$ cat src/rtl/pipeline_ctrl_pkg.sv
// Shared definitions for the pipeline control/interlock unit: stage indices and
// the shadow record tracked for every in-flight stage from EX onward.
package pipeline_ctrl_pkg;

    localparam int STAGE_IF  = 0;
    localparam int STAGE_ID  = 1;
    localparam int STAGE_EX  = 2;
    localparam int STAGE_MEM = 3;
    localparam int STAGE_WB  = 4;

    // Shadow dest field is sized for the widest supported register address.
    localparam int MAX_REG_ADDR_WIDTH = 8;

    typedef struct packed {
        logic                          valid;
        logic [MAX_REG_ADDR_WIDTH-1:0] dest;
        logic                          regwrite;
        logic                          is_load;
    } stage_state_t;

endpackage

$ cat src/rtl/pipeline_ctrl_hazard.sv
// Combinational read-after-write hazard detection between the ID instruction's
// sources and the in-flight writers held in the shadow stages.
module pipeline_ctrl_hazard
    import pipeline_ctrl_pkg::*;
#(
    parameter int NUM_STAGES     = 5,
    parameter int REG_ADDR_WIDTH = 5,
    parameter int FORWARD_EN     = 0
) (
    input  logic                                  id_valid,
    input  logic [REG_ADDR_WIDTH-1:0]             id_rs,
    input  logic [REG_ADDR_WIDTH-1:0]             id_rt,
    input  logic                                  id_use_rs,
    input  logic                                  id_use_rt,
    input  stage_state_t [NUM_STAGES-1:STAGE_EX]  shadow,
    output logic                                  hazard
);

    logic [MAX_REG_ADDR_WIDTH-1:0] rs_ext_s;
    logic [MAX_REG_ADDR_WIDTH-1:0] rt_ext_s;

    assign rs_ext_s = MAX_REG_ADDR_WIDTH'(id_rs);
    assign rt_ext_s = MAX_REG_ADDR_WIDTH'(id_rt);

    // With forwarding only a load still in EX cannot supply its result in time;
    // without it every writer before WB interlocks (WB writes the file first).
    function automatic logic in_window(input int s, input logic is_load);
        if (FORWARD_EN != 0) begin
            return (s == STAGE_EX) && is_load;
        end else begin
            return s <= NUM_STAGES - 2;
        end
    endfunction

    function automatic logic src_match(input logic used,
                                       input logic [MAX_REG_ADDR_WIDTH-1:0] src,
                                       input stage_state_t st);
        return used && (src != {MAX_REG_ADDR_WIDTH{1'b0}}) && (src == st.dest)
               && st.valid && st.regwrite;
    endfunction

    // OR together every source/stage match that falls inside the hazard window.
    always_comb begin
        hazard = 1'b0;
        for (int s = STAGE_EX; s < NUM_STAGES; s++) begin
            hazard = hazard | (in_window(s, shadow[s].is_load)
                     & (src_match(id_use_rs, rs_ext_s, shadow[s])
                      | src_match(id_use_rt, rt_ext_s, shadow[s])));
        end
        hazard = hazard & id_valid;
    end

endmodule

$ cat src/rtl/pipeline_ctrl.sv
// Pipeline control and interlock unit: tracks per-stage validity, resolves
// stalls (RAW hazards, UART back-pressure) and branch flushes, counts both.
module pipeline_ctrl
    import pipeline_ctrl_pkg::*;
#(
    parameter int NUM_STAGES     = 5,
    parameter int REG_ADDR_WIDTH = 5,
    parameter int BRANCH_STAGE   = 4,
    parameter int FORWARD_EN     = 0,
    parameter int COUNT_WIDTH    = 32
) (
    input  logic                      CLK,
    input  logic                      reset,
    input  logic                      fetch_valid,
    input  logic [REG_ADDR_WIDTH-1:0] id_rs,
    input  logic [REG_ADDR_WIDTH-1:0] id_rt,
    input  logic                      id_use_rs,
    input  logic                      id_use_rt,
    input  logic [REG_ADDR_WIDTH-1:0] id_dest,
    input  logic                      id_regwrite,
    input  logic                      id_is_load,
    input  logic                      id_uart_in,
    input  logic                      id_uart_out,
    input  logic                      uart_in_ready,
    input  logic                      uart_out_ready,
    input  logic                      branch_taken,
    output logic                      pc_enable,
    output logic                      ifid_enable,
    output logic                      idex_bubble,
    output logic                      flush,
    output logic [NUM_STAGES-1:0]     stage_valid,
    output logic [COUNT_WIDTH-1:0]    stall_count,
    output logic [COUNT_WIDTH-1:0]    flush_count
);

    localparam logic [COUNT_WIDTH-1:0] CNT_MAX = {COUNT_WIDTH{1'b1}};

    logic                                 if_valid_r;
    logic                                 id_valid_r;
    stage_state_t [NUM_STAGES-1:STAGE_EX] shadow_r;
    logic [COUNT_WIDTH-1:0]               stall_count_r;
    logic [COUNT_WIDTH-1:0]               flush_count_r;

    logic [NUM_STAGES-1:0]                stage_valid_s;
    stage_state_t [NUM_STAGES-1:STAGE_EX] shadow_next_s;
    logic                                 hazard_s;
    logic                                 uart_stall_s;
    logic                                 flush_s;
    logic                                 stall_s;
    logic                                 if_valid_next_s;
    logic                                 id_valid_next_s;

    pipeline_ctrl_hazard #(
        .NUM_STAGES     (NUM_STAGES),
        .REG_ADDR_WIDTH (REG_ADDR_WIDTH),
        .FORWARD_EN     (FORWARD_EN)
    ) u_hazard (
        .id_valid  (id_valid_r),
        .id_rs     (id_rs),
        .id_rt     (id_rt),
        .id_use_rs (id_use_rs),
        .id_use_rt (id_use_rt),
        .shadow    (shadow_r),
        .hazard    (hazard_s)
    );

    // Gather the registered valid bits into one vector.
    always_comb begin
        stage_valid_s           = {NUM_STAGES{1'b0}};
        stage_valid_s[STAGE_IF] = if_valid_r;
        stage_valid_s[STAGE_ID] = id_valid_r;
        for (int s = STAGE_EX; s < NUM_STAGES; s++) begin
            stage_valid_s[s] = shadow_r[s].valid;
        end
    end

    // Stall/flush decision; a flush overrides any stall in the same cycle.
    always_comb begin
        uart_stall_s = id_valid_r & ((id_uart_in & ~uart_in_ready)
                                   | (id_uart_out & ~uart_out_ready));
        flush_s      = branch_taken & stage_valid_s[BRANCH_STAGE];
        stall_s      = (hazard_s | uart_stall_s) & ~flush_s;
        if (reset) begin
            pc_enable   = 1'b0;
            ifid_enable = 1'b0;
            idex_bubble = 1'b1;
            flush       = 1'b1;
        end else begin
            pc_enable   = ~stall_s;
            ifid_enable = ~stall_s;
            idex_bubble = stall_s | flush_s;
            flush       = flush_s;
        end
    end

    // Next-state of the stage shadows: shift forward, bubble into EX, squash on flush.
    always_comb begin
        shadow_next_s = shadow_r;
        if (stall_s || flush_s) begin
            shadow_next_s[STAGE_EX] = '{valid: 1'b0, dest: {MAX_REG_ADDR_WIDTH{1'b0}},
                                        regwrite: 1'b0, is_load: 1'b0};
        end else begin
            shadow_next_s[STAGE_EX] = '{valid: id_valid_r,
                                        dest: MAX_REG_ADDR_WIDTH'(id_dest),
                                        regwrite: id_regwrite, is_load: id_is_load};
        end
        for (int s = STAGE_EX + 1; s < NUM_STAGES; s++) begin
            shadow_next_s[s] = shadow_r[s-1];
            if (flush_s && (s < BRANCH_STAGE)) begin
                shadow_next_s[s].valid = 1'b0;
            end else begin
                shadow_next_s[s].valid = shadow_r[s-1].valid;
            end
        end
        if (flush_s) begin
            if_valid_next_s = 1'b0;
            id_valid_next_s = 1'b0;
        end else if (stall_s) begin
            if_valid_next_s = if_valid_r;
            id_valid_next_s = id_valid_r;
        end else begin
            if_valid_next_s = fetch_valid;
            id_valid_next_s = fetch_valid;
        end
    end

    // Stage state and saturating performance counters.
    always_ff @(posedge CLK) begin
        if (reset) begin
            if_valid_r    <= 1'b0;
            id_valid_r    <= 1'b0;
            shadow_r      <= '0;
            stall_count_r <= {COUNT_WIDTH{1'b0}};
            flush_count_r <= {COUNT_WIDTH{1'b0}};
        end else begin
            if_valid_r <= if_valid_next_s;
            id_valid_r <= id_valid_next_s;
            shadow_r   <= shadow_next_s;
            if (stall_s && (stall_count_r != CNT_MAX)) begin
                stall_count_r <= stall_count_r + COUNT_WIDTH'(1'b1);
            end
            if (flush_s && (flush_count_r != CNT_MAX)) begin
                flush_count_r <= flush_count_r + COUNT_WIDTH'(1'b1);
            end
        end
    end

    assign stage_valid = stage_valid_s;
    assign stall_count = stall_count_r;
    assign flush_count = flush_count_r;

endmodule

$ cat config.mk
export PLATFORM = sky130hd
export DESIGN_NAME = pipeline_ctrl
export DESIGN_NICKNAME = d
export VERILOG_FILES = /design/src/rtl/pipeline_ctrl_pkg.sv /design/src/rtl/pipeline_ctrl_hazard.sv /design/src/rtl/pipeline_ctrl.sv
export SDC_FILE = /design/constraint.sdc
export NUM_CORES = 1
export LEC_CHECK = 0
export CAP_MARGIN = 20
export CORE_MARGIN = 4
export CORE_UTILIZATION = 51
export CTS_CLUSTER_SIZE = 8
export DETAILED_ROUTE_END_ITERATION = 7
export GPL_ROUTABILITY_DRIVEN = 0
export PLACE_DENSITY_LB_ADDON = 0.12
export SYNTH_ARGS = -nofsm -noshare
export SYNTH_HDL_FRONTEND = slang
export SYNTH_HIERARCHICAL = 1
export SYNTH_SLANG_ARGS = --single-unit
$ cat constraint.sdc
create_clock -name CLK -period 3.5 [get_ports CLK]
set_input_delay 0.7 -clock CLK [delete_from_list [all_inputs] [get_ports CLK]]
set_output_delay 0.7 -clock CLK [all_outputs]
set_load 0.005 [all_outputs]
Word level (Yosys, flattened, before mapping)
Index checks and enable logic that the tools add are counted.

word-level totals
  register bits = 86
  bits of input ports = 27
  output and inout port bits = 73
  logic and storage cells = 59

cells by class
  add/sub/neg operators = 2
  equality and inequality tests = 6
  multiplexer cells = 3
  bitwise gates (word level) = 16
  reduce and logical (&&, ||, !) cells = 21

operators by type and width
  cell                                                             number
  32-bit by 1-bit adder with 32-bit output, second input constant  2
  32-bit inequality test, second input constant                    2
  5-bit by 8-bit == test with 1-bit output                         4
  1-bit logical AND                                                16
  8-bit nonzero test                                               2
  1-bit bitwise AND                                                6
  1-bit OR                                                         6
  1-bit inverter                                                   4
  2-bit OR reduction                                               2
  1-bit two-way mux                                                3
  1-bit logical OR                                                 1

Depth between registers and ports, before layout
Gate-level depths: netlist (run 1).

  depth in word-level cells = 12
  depth in mapped cells = 12
  gate-level depth less buffers = 9

By module
The synthesis (run 1) kept the hierarchy.

by module, submodules not included
  module                instances  cells each  area each (sq um)  seq. area each (sq um)
  pipeline_ctrl         1          474         4144.0             1781.7
  pipeline_ctrl_hazard  1          37          301.5              0.0

Worst setup path before layout (run 1)
OpenSTA, ideal clock, no wires.

  kind = input to output
  start = in id_rt[0]
  end = out pc_enable
  arrival = 2168 ps
  data required time = 2800 ps
  setup slack = 632 ps
  stages on the path = 7
  buffers on the path = 2
  cells stage by stage = or4_1 o21ai_0 o22ai_1 and2_0 clkbuf_1 nor3_1 buf_4

on the way
  longest elaborated chain between the ends = 12
  elaborated cells on any way between the ends = 18
  those cells by class = 2 x eq/ne; 1 x mux; 7 x bitwise; 8 x reduce/logical

RTL lines
  item                             RTL line                    text
  start, declared                  pipeline_ctrl.sv:16         input logic [REG_ADDR_WIDTH-1:0] id_rt,
  8-bit nonzero test               pipeline_ctrl_hazard.sv:38  return used && (src != {MAX_REG_ADDR_WIDTH{1'b0}}) && (src == st.dest)
  1-bit logical AND (2 in series)  pipeline_ctrl_hazard.sv:38
  1-bit logical AND (2 in series)  pipeline_ctrl_hazard.sv:39  && st.valid && st.regwrite;
  1-bit OR                         pipeline_ctrl_hazard.sv:48  | src_match(id_use_rt, rt_ext_s, shadow[s])));
  1-bit OR *                       pipeline_ctrl_hazard.sv:46  hazard = hazard | (in_window(s, shadow[s].is_load)
  1-bit bitwise AND *              pipeline_ctrl_hazard.sv:50  hazard = hazard & id_valid;
  named net hazard_s               pipeline_ctrl.sv:46         logic hazard_s;
  1-bit OR *                       pipeline_ctrl.sv:82         stall_s = (hazard_s | uart_stall_s) & ~flush_s;
  1-bit bitwise AND *              pipeline_ctrl.sv:82
  1-bit inverter *                 n/a
  1-bit two-way mux *              n/a
  end, declared                    pipeline_ctrl.sv:27         output logic pc_enable,

The timed path passes the listed nets; every way through them passes the cells marked *.

Worst setup path after layout (run 1)
  start = in id_rt[3]
  end = out ifid_enable

on the way
  longest elaborated chain between the ends = 12
  elaborated cells on any way between the ends = 18
  those cells by class = 2 x eq/ne; 1 x mux; 7 x bitwise; 8 x reduce/logical

RTL lines
  item                             RTL line                    text
  8-bit nonzero test               pipeline_ctrl_hazard.sv:38
  1-bit logical AND (2 in series)  pipeline_ctrl_hazard.sv:38
  1-bit logical AND (2 in series)  pipeline_ctrl_hazard.sv:39
  1-bit OR                         pipeline_ctrl_hazard.sv:48
  1-bit OR *                       pipeline_ctrl_hazard.sv:46
  1-bit bitwise AND *              pipeline_ctrl_hazard.sv:50
  named net hazard_s               pipeline_ctrl.sv:46
  1-bit OR *                       pipeline_ctrl.sv:82
  1-bit bitwise AND *              pipeline_ctrl.sv:82
  1-bit inverter *                 pipeline_ctrl.sv:90         ifid_enable = ~stall_s;
  1-bit two-way mux *              pipeline_ctrl.sv:83         if (reset) begin
  end, declared                    pipeline_ctrl.sv:28         output logic ifid_enable,

Marks and branches as above.

==> flow_summary.yaml, run 1 <==
floorplan:
  row_count: 32
  initial_core_util: 0.534
  die_height_um: 98.8
  core_um2: 7890
  io-pin-count: 100
  die_x_um: 98.8
  design.die.area_um2: 9770
global_routing:
  grt_max_degree: 44
  grt_use_met3: 0.0425
  met2_usage: 0.358
  grt_pass1_vias: 3774
  grt_use_met1: 0.262
  grt_most_used_layer: "met2"
  grt_pass1_wl_um: 17300
  grt_use_total: 0.210
  grt_overflow: 0
  antenna_found_initial: 0
power_and_ir_drop:
  p_leak_nw: 1.78
  peakVddDrop_v: 0.000163
  power_mw: 1.72
  pwr_density_cell_nw_per_um2: 310
final_layout:
  finalInstanceArea_um2: 5560
  nNetsFinal: 628
  multi_input_area_um2: 2460
  fillCellCount: 622
  final_util: 0.705
  synthToLayoutAreaGrowth_pct: 32.0
  diodes: 0
  fin_cells: 706
  ff_latch_area_um2: 1600
  drive_gt1_frac: 0.119
drt:
  wire_per_inst_um: 15.2
  ant_nets: 0
  drc: 0
  drt_iter0_drc: 178
  viasPerCell: 5.87
  drt_first_pass_iters: 5
  vias: 4143
  routed_wl_um: 10700
clock_tree:
  cts_buffer_depth: 2
  cts_tree: "yes"
  cts_sinks: 80
  cts_made_buffers: 9
  h-tree-depth: 3
  clock_latency_ns: 0.35
  cts-root-buf: "clkbuf_8"
  path_clk_slew_ns: 0.07
critical_path:
  worstRegToRegCells: 10
  regToRegStartpoint: "stage_valid[2]$_SDFF_PP0_"
  worstPathRequired_ns: 2.80
  cp.arrival_ns: 2.75
  cp_max_fo: 3
  critPathMaxStageDelay_ns: 0.47
  crit_end: "ifid_enable"
  crit_slowest_cell: "clkdlybuf4s50_1"
  endpoint_kind: "output port"
  crit_type: "in -> out"
  path_cells: "clkdlybuf4s50_1 > buf_4 > xnor2_1 > nand3_1 > nor4_2 > a41oi_1 > o22ai_2 > and2_4 > nor3_2 > buf_4 > dlygate4sd2_1"
  crit_path_frequent_cell: "buf_4"
  worstReg2RegEnd: "stall_count[31]$_SDFFE_PP0P_"
  startpoint: "id_rt[3]"
  worstSetupStartpointType: "input port"
  reg2reg_slack_ns: 0.76
timing:
  setup_viol: 0
  finClkSkew_ns: 0.0142
  slew_viol_final: 0
  tns_ns: 0
  hold_viol_final: 0
  fin_crit_sh: 0.985
  tightest_slew_ns: 0.894
  layout_setup_ws_ns: 0.0527
  whs_ns: 0.477
  relSlewSlack: 0.400
  fmax_ghz: 0.290
  min_period_ns: 3.45
place:
  dp_slack_ns: -0.219
  place_area_um2: 5320
  dp_hpwl_um: 7710
  place.port_buffers: 98
  placedCellCount: 689
status:
  status: "finished, final reports clean"
hold_path:
  hold_class: "reg -> reg"
  worstHoldStart: "stage_valid[3]$_SDFF_PP0_"
synthesis:
  syn_area_um2: 4210
  synth.avg_cell_area_um2: 8.54
  postSynthCellCount: 493
  yosysWarnings: 6
run:
  maxCapViolCount: 0
worst max-delay path, delay by kind of cell:
kind | cells | cell delay (ns)
buf+inv | 4 | 0.99
xor+xnor | 1 | 0.12
compound gates | 2 | 0.34
simple gates | 4 | 0.60
layout by cell type, fill, tap and decap left out, types with 2 or more instances in the layout:
master           instances
dfxtp_1                 80
clkdlybuf4s50_1         91
nand2_1                 25
nand4_2                  2
nor2_1                  30
mux2_2                   8
o21ai_0                 22
dlygate4sd2_1            5
buf_4                   23
or3_1                   21
xor2_1                  13
and2_1                  13
and4_1                   6
nor4_1                   7
clkbuf_8                 9
xnor2_1                 13
or4_4                    3
nand2b_1                 2
or4_1                   27
nor3_1                   8
clkinvlp_4               2
o31ai_1                 26
conb_1                   6
nor2b_1                 15
and3_1                   3
ha_1                     2
nor3_2                   2
nor4_2                   3
nand3_1                 26
o21ai_1                  2
o2111ai_1                3
o211ai_1                 2
o21ai_2                  2
nor4b_2                  2
nand4_1                 17
clkinv_2                 3
inv_1                   10
a21oi_1                 49
cell type report:
type,instances,share of cell area
repair buffers,121,0.206
clock inverters,6,0.0108
multi-input cells,377,0.442
well taps,102,0.0230
inverters,10,0.00675
flip-flops and latches,80,0.288
clock buffers,10,0.0230
what timing repair did:
item | CTS | global route
hold endpoints to repair | 0 | 0
resized for setup | 15 | 3
pin swaps | 6 | 2
endpoints found under the setup margin | 3 | 3
buffers inserted | 0 | 1
hold buffers | 0 | 0
report_power, final:
| part | internal, mW | total, mW | switching (mW) |
|---|---|---|---|
| Sequential | 0.920 | 0.931 | 0.0109 |
| Clock | 0.326 | 0.663 | 0.337 |
| Combinational | 0.0704 | 0.129 | 0.0590 |
| Total | 1.32 | 1.72 | 0.407 |
routing by layer:
| metal | up-vias | part of all wire |
|---|---|---|
| li1 | 2041 | - |
| met4 | 0 | 0.017 |
| met2 | 137 | 0.49 |
| met3 | 23 | 0.061 |
| met5 | - | 0 |
| met1 | 1942 | 0.43 |
registers in the layout (all words and copies together) (netlist names):
register,count
stage_valid,3
id_valid_r,1
flush_count,32
stall_count,32
shadow_next_s,12
worst min-delay path by stage:
| stage | endpoint | slack, ns | depth (start not counted) |
|---|---|---|---|
| 3_3_place_gp | shadow_next_s[23]$_SDFF_PP0_ | 0.45 | 1 |
| 4_1_cts | stage_valid[4]$_SDFF_PP0_ | 0.48 | 1 |
| 2_1_floorplan | shadow_next_s[23]$_SDFF_PP0_ | 0.44 | 1 |
| 6_report | stage_valid[4]$_SDFF_PP0_ | 0.48 | 1 |
| 3_5_place_dp | stage_valid[4]$_SDFF_PP0_ | 0.47 | 1 |
| 5_1_grt | shadow_next_s[23]$_SDFF_PP0_ | 0.50 | 1 |
Note: power is estimated with default switching activity, not from simulation.
==> inputs of run 2 (changes only) <==
CORE_UTILIZATION = 35   (was 51)
==> flow_summary.yaml, run 2 (synthesis results as in run 1) <==
hold_path:
  hold_class: "reg -> reg"
  worstHoldStart: "shadow_next_s[12]$_SDFF_PP0_"
  holdPathEnd: "shadow_next_s[23]$_SDFF_PP0_"
  worstHoldPathCells: 1
drt:
  wire_per_inst_um: 14.9
  vias: 4049
  drt_iter0_drc: 251
  drt_first_pass_iters: 4
  ant_nets: 0
  routed_wl_um: 11100
  viasPerCell: 5.44
  drc: 0
place:
  place.port_buffers: 98
  dp_slack_ns: -0.183
  placedCellCount: 729
  dp_hpwl_um: 7970
critical_path:
  worstSetupStartpointType: "input port"
  worstRegToRegCells: 10
  reg2reg_slack_ns: 0.83
  worstPathRequired_ns: 2.80
  worstReg2RegEnd: "stall_count[7]$_SDFFE_PP0P_"
  regToRegStartpoint: "stage_valid[2]$_SDFF_PP0_"
  crit_type: "in -> out"
  cp.arrival_ns: 2.71
  endpoint_kind: "output port"
  cp_max_fo: 3
power_and_ir_drop:
  p_leak_nw: 1.82
  pwr_density_cell_nw_per_um2: 349
  peakVddDrop_v: 0.000215
  power_mw: 1.98
final_layout:
  synthToLayoutAreaGrowth_pct: 34.9
  diodes: 0
  most-common-layout-cells: "clkdlybuf4s50_1 (91), dfxtp_1 (80), a21oi_1 (49)"
  fin_cells: 744
  final_common_cell: "clkdlybuf4s50_1"
  drive_gt1_frac: 0.111
  nNetsFinal: 626
timing:
  whs_ns: 0.463
  relSlewSlack: 0.413
  fmax_ghz: 0.293
  setup_viol: 0
  layout_setup_ws_ns: 0.0923
  hold_viol_final: 0
  slew_viol_final: 0
  min_period_ns: 3.41
  fin_crit_sh: 0.974
  tightest_slew_ns: 0.881
  finClkSkew_ns: 0.00520
clock_tree:
  cts_tree: "yes"
  path_clk_slew_ns: 0.06
  cts_sinks: 80
  post-cts-setup-buffer-count: 0
  clock_latency_ns: 0.34
  cts_made_buffers: 9
  cts-root-buf: "clkbuf_16"
  cts_buffer_depth: 2
  h-tree-depth: 3
status:
  status: "finished, final reports clean"
floorplan:
  die_x_um: 118
  design.die.area_um2: 13800
  die_height_um: 118
  core_um2: 11600
  initial_core_util: 0.362
  row_count: 39
  io-pin-count: 100
global_routing:
  grt_pass1_vias: 3844
  antenna_found_initial: 0
  grt_max_degree: 45
  grt_pass1_wl_um: 18500
  grt_use_total: 0.158
  grt_overflow: 0
run:
  maxCapViolCount: 0
run 2: cell count changes in the layout (fill, tap and decap cells not counted), sizes merged:
cell	before	now
buf	24	22
dlygate4sd2	5	6
clkinvlp	2	0
clkbuf	10	11
dlymetal6s2s	1	0
run 2: repair_timing:
action	in CTS	in global routing
pin swaps	3	2
gates resized for setup	15	1
setup endpoints to repair	3	3
hold buffers	0	0
run 2: worst max-delay path by stage:
stage	slack [ns]	end	cells after the start	from
global route	-0.03	pc_enable	10	id_rt[4]
floorplan	0.63	pc_enable	7	id_rt[0]
CTS	0.07	pc_enable	10	id_rt[4]
detailed placement	-0.18	pc_enable	8	id_rt[3]
global placement	-0.16	pc_enable	8	id_rt[3]
finish	0.09	pc_enable	10	id_rt[4]
run 2: stage by stage:
stage | util | cell area (µm²) | TNS [ns]
after floorplan | - | 4230 | 0
after global placement | 0.462 | 5370 | -0.467
after detailed placement | 0.462 | 5370 | -0.498
after CTS | 0.488 | 5670 | 0
after global routing | 0.489 | 5680 | -0.0487
final | 0.489 | 5680 | 0
run 2: critical path: stages:
cell	delay (ns)
clkdlybuf4s50_1	0.52
xnor2_1	0.14
nand3_1	0.14
nor4_2	0.25
a41oi_1	0.08
o22ai_2	0.24
and2_4	0.19
nor3_2	0.04
buf_4	0.14
dlygate4sd2_1	0.25
run 2: power by group:
part / leakage [nW] / internal, mW / switching [mW]
Combinational: 1.02 / 0.0679 / 0.0563
Clock: 0.145 / 0.564 / 0.364
Sequential: 0.647 / 0.921 / 0.0104
Total: 1.82 / 1.55 / 0.431
run 2: layout make-up:
cell class	instances	area [µm²]
fill	1132	5930
multi-input combinational	377	2450
sequential	80	1600
timing repair buffer	119	1130
clock buffer	11	243
inverter	10	37.5
tap	143	179
clock inverter	4	45.0
run 2: routing by layer:
layer	share of wire	wire length [µm]	GRT usage
met1	0.48	5300	0.204
met2	0.46	5150	0.254
met3	0.043	480	0.0413
met4	0.015	162	0.0557
met5	0	0	0
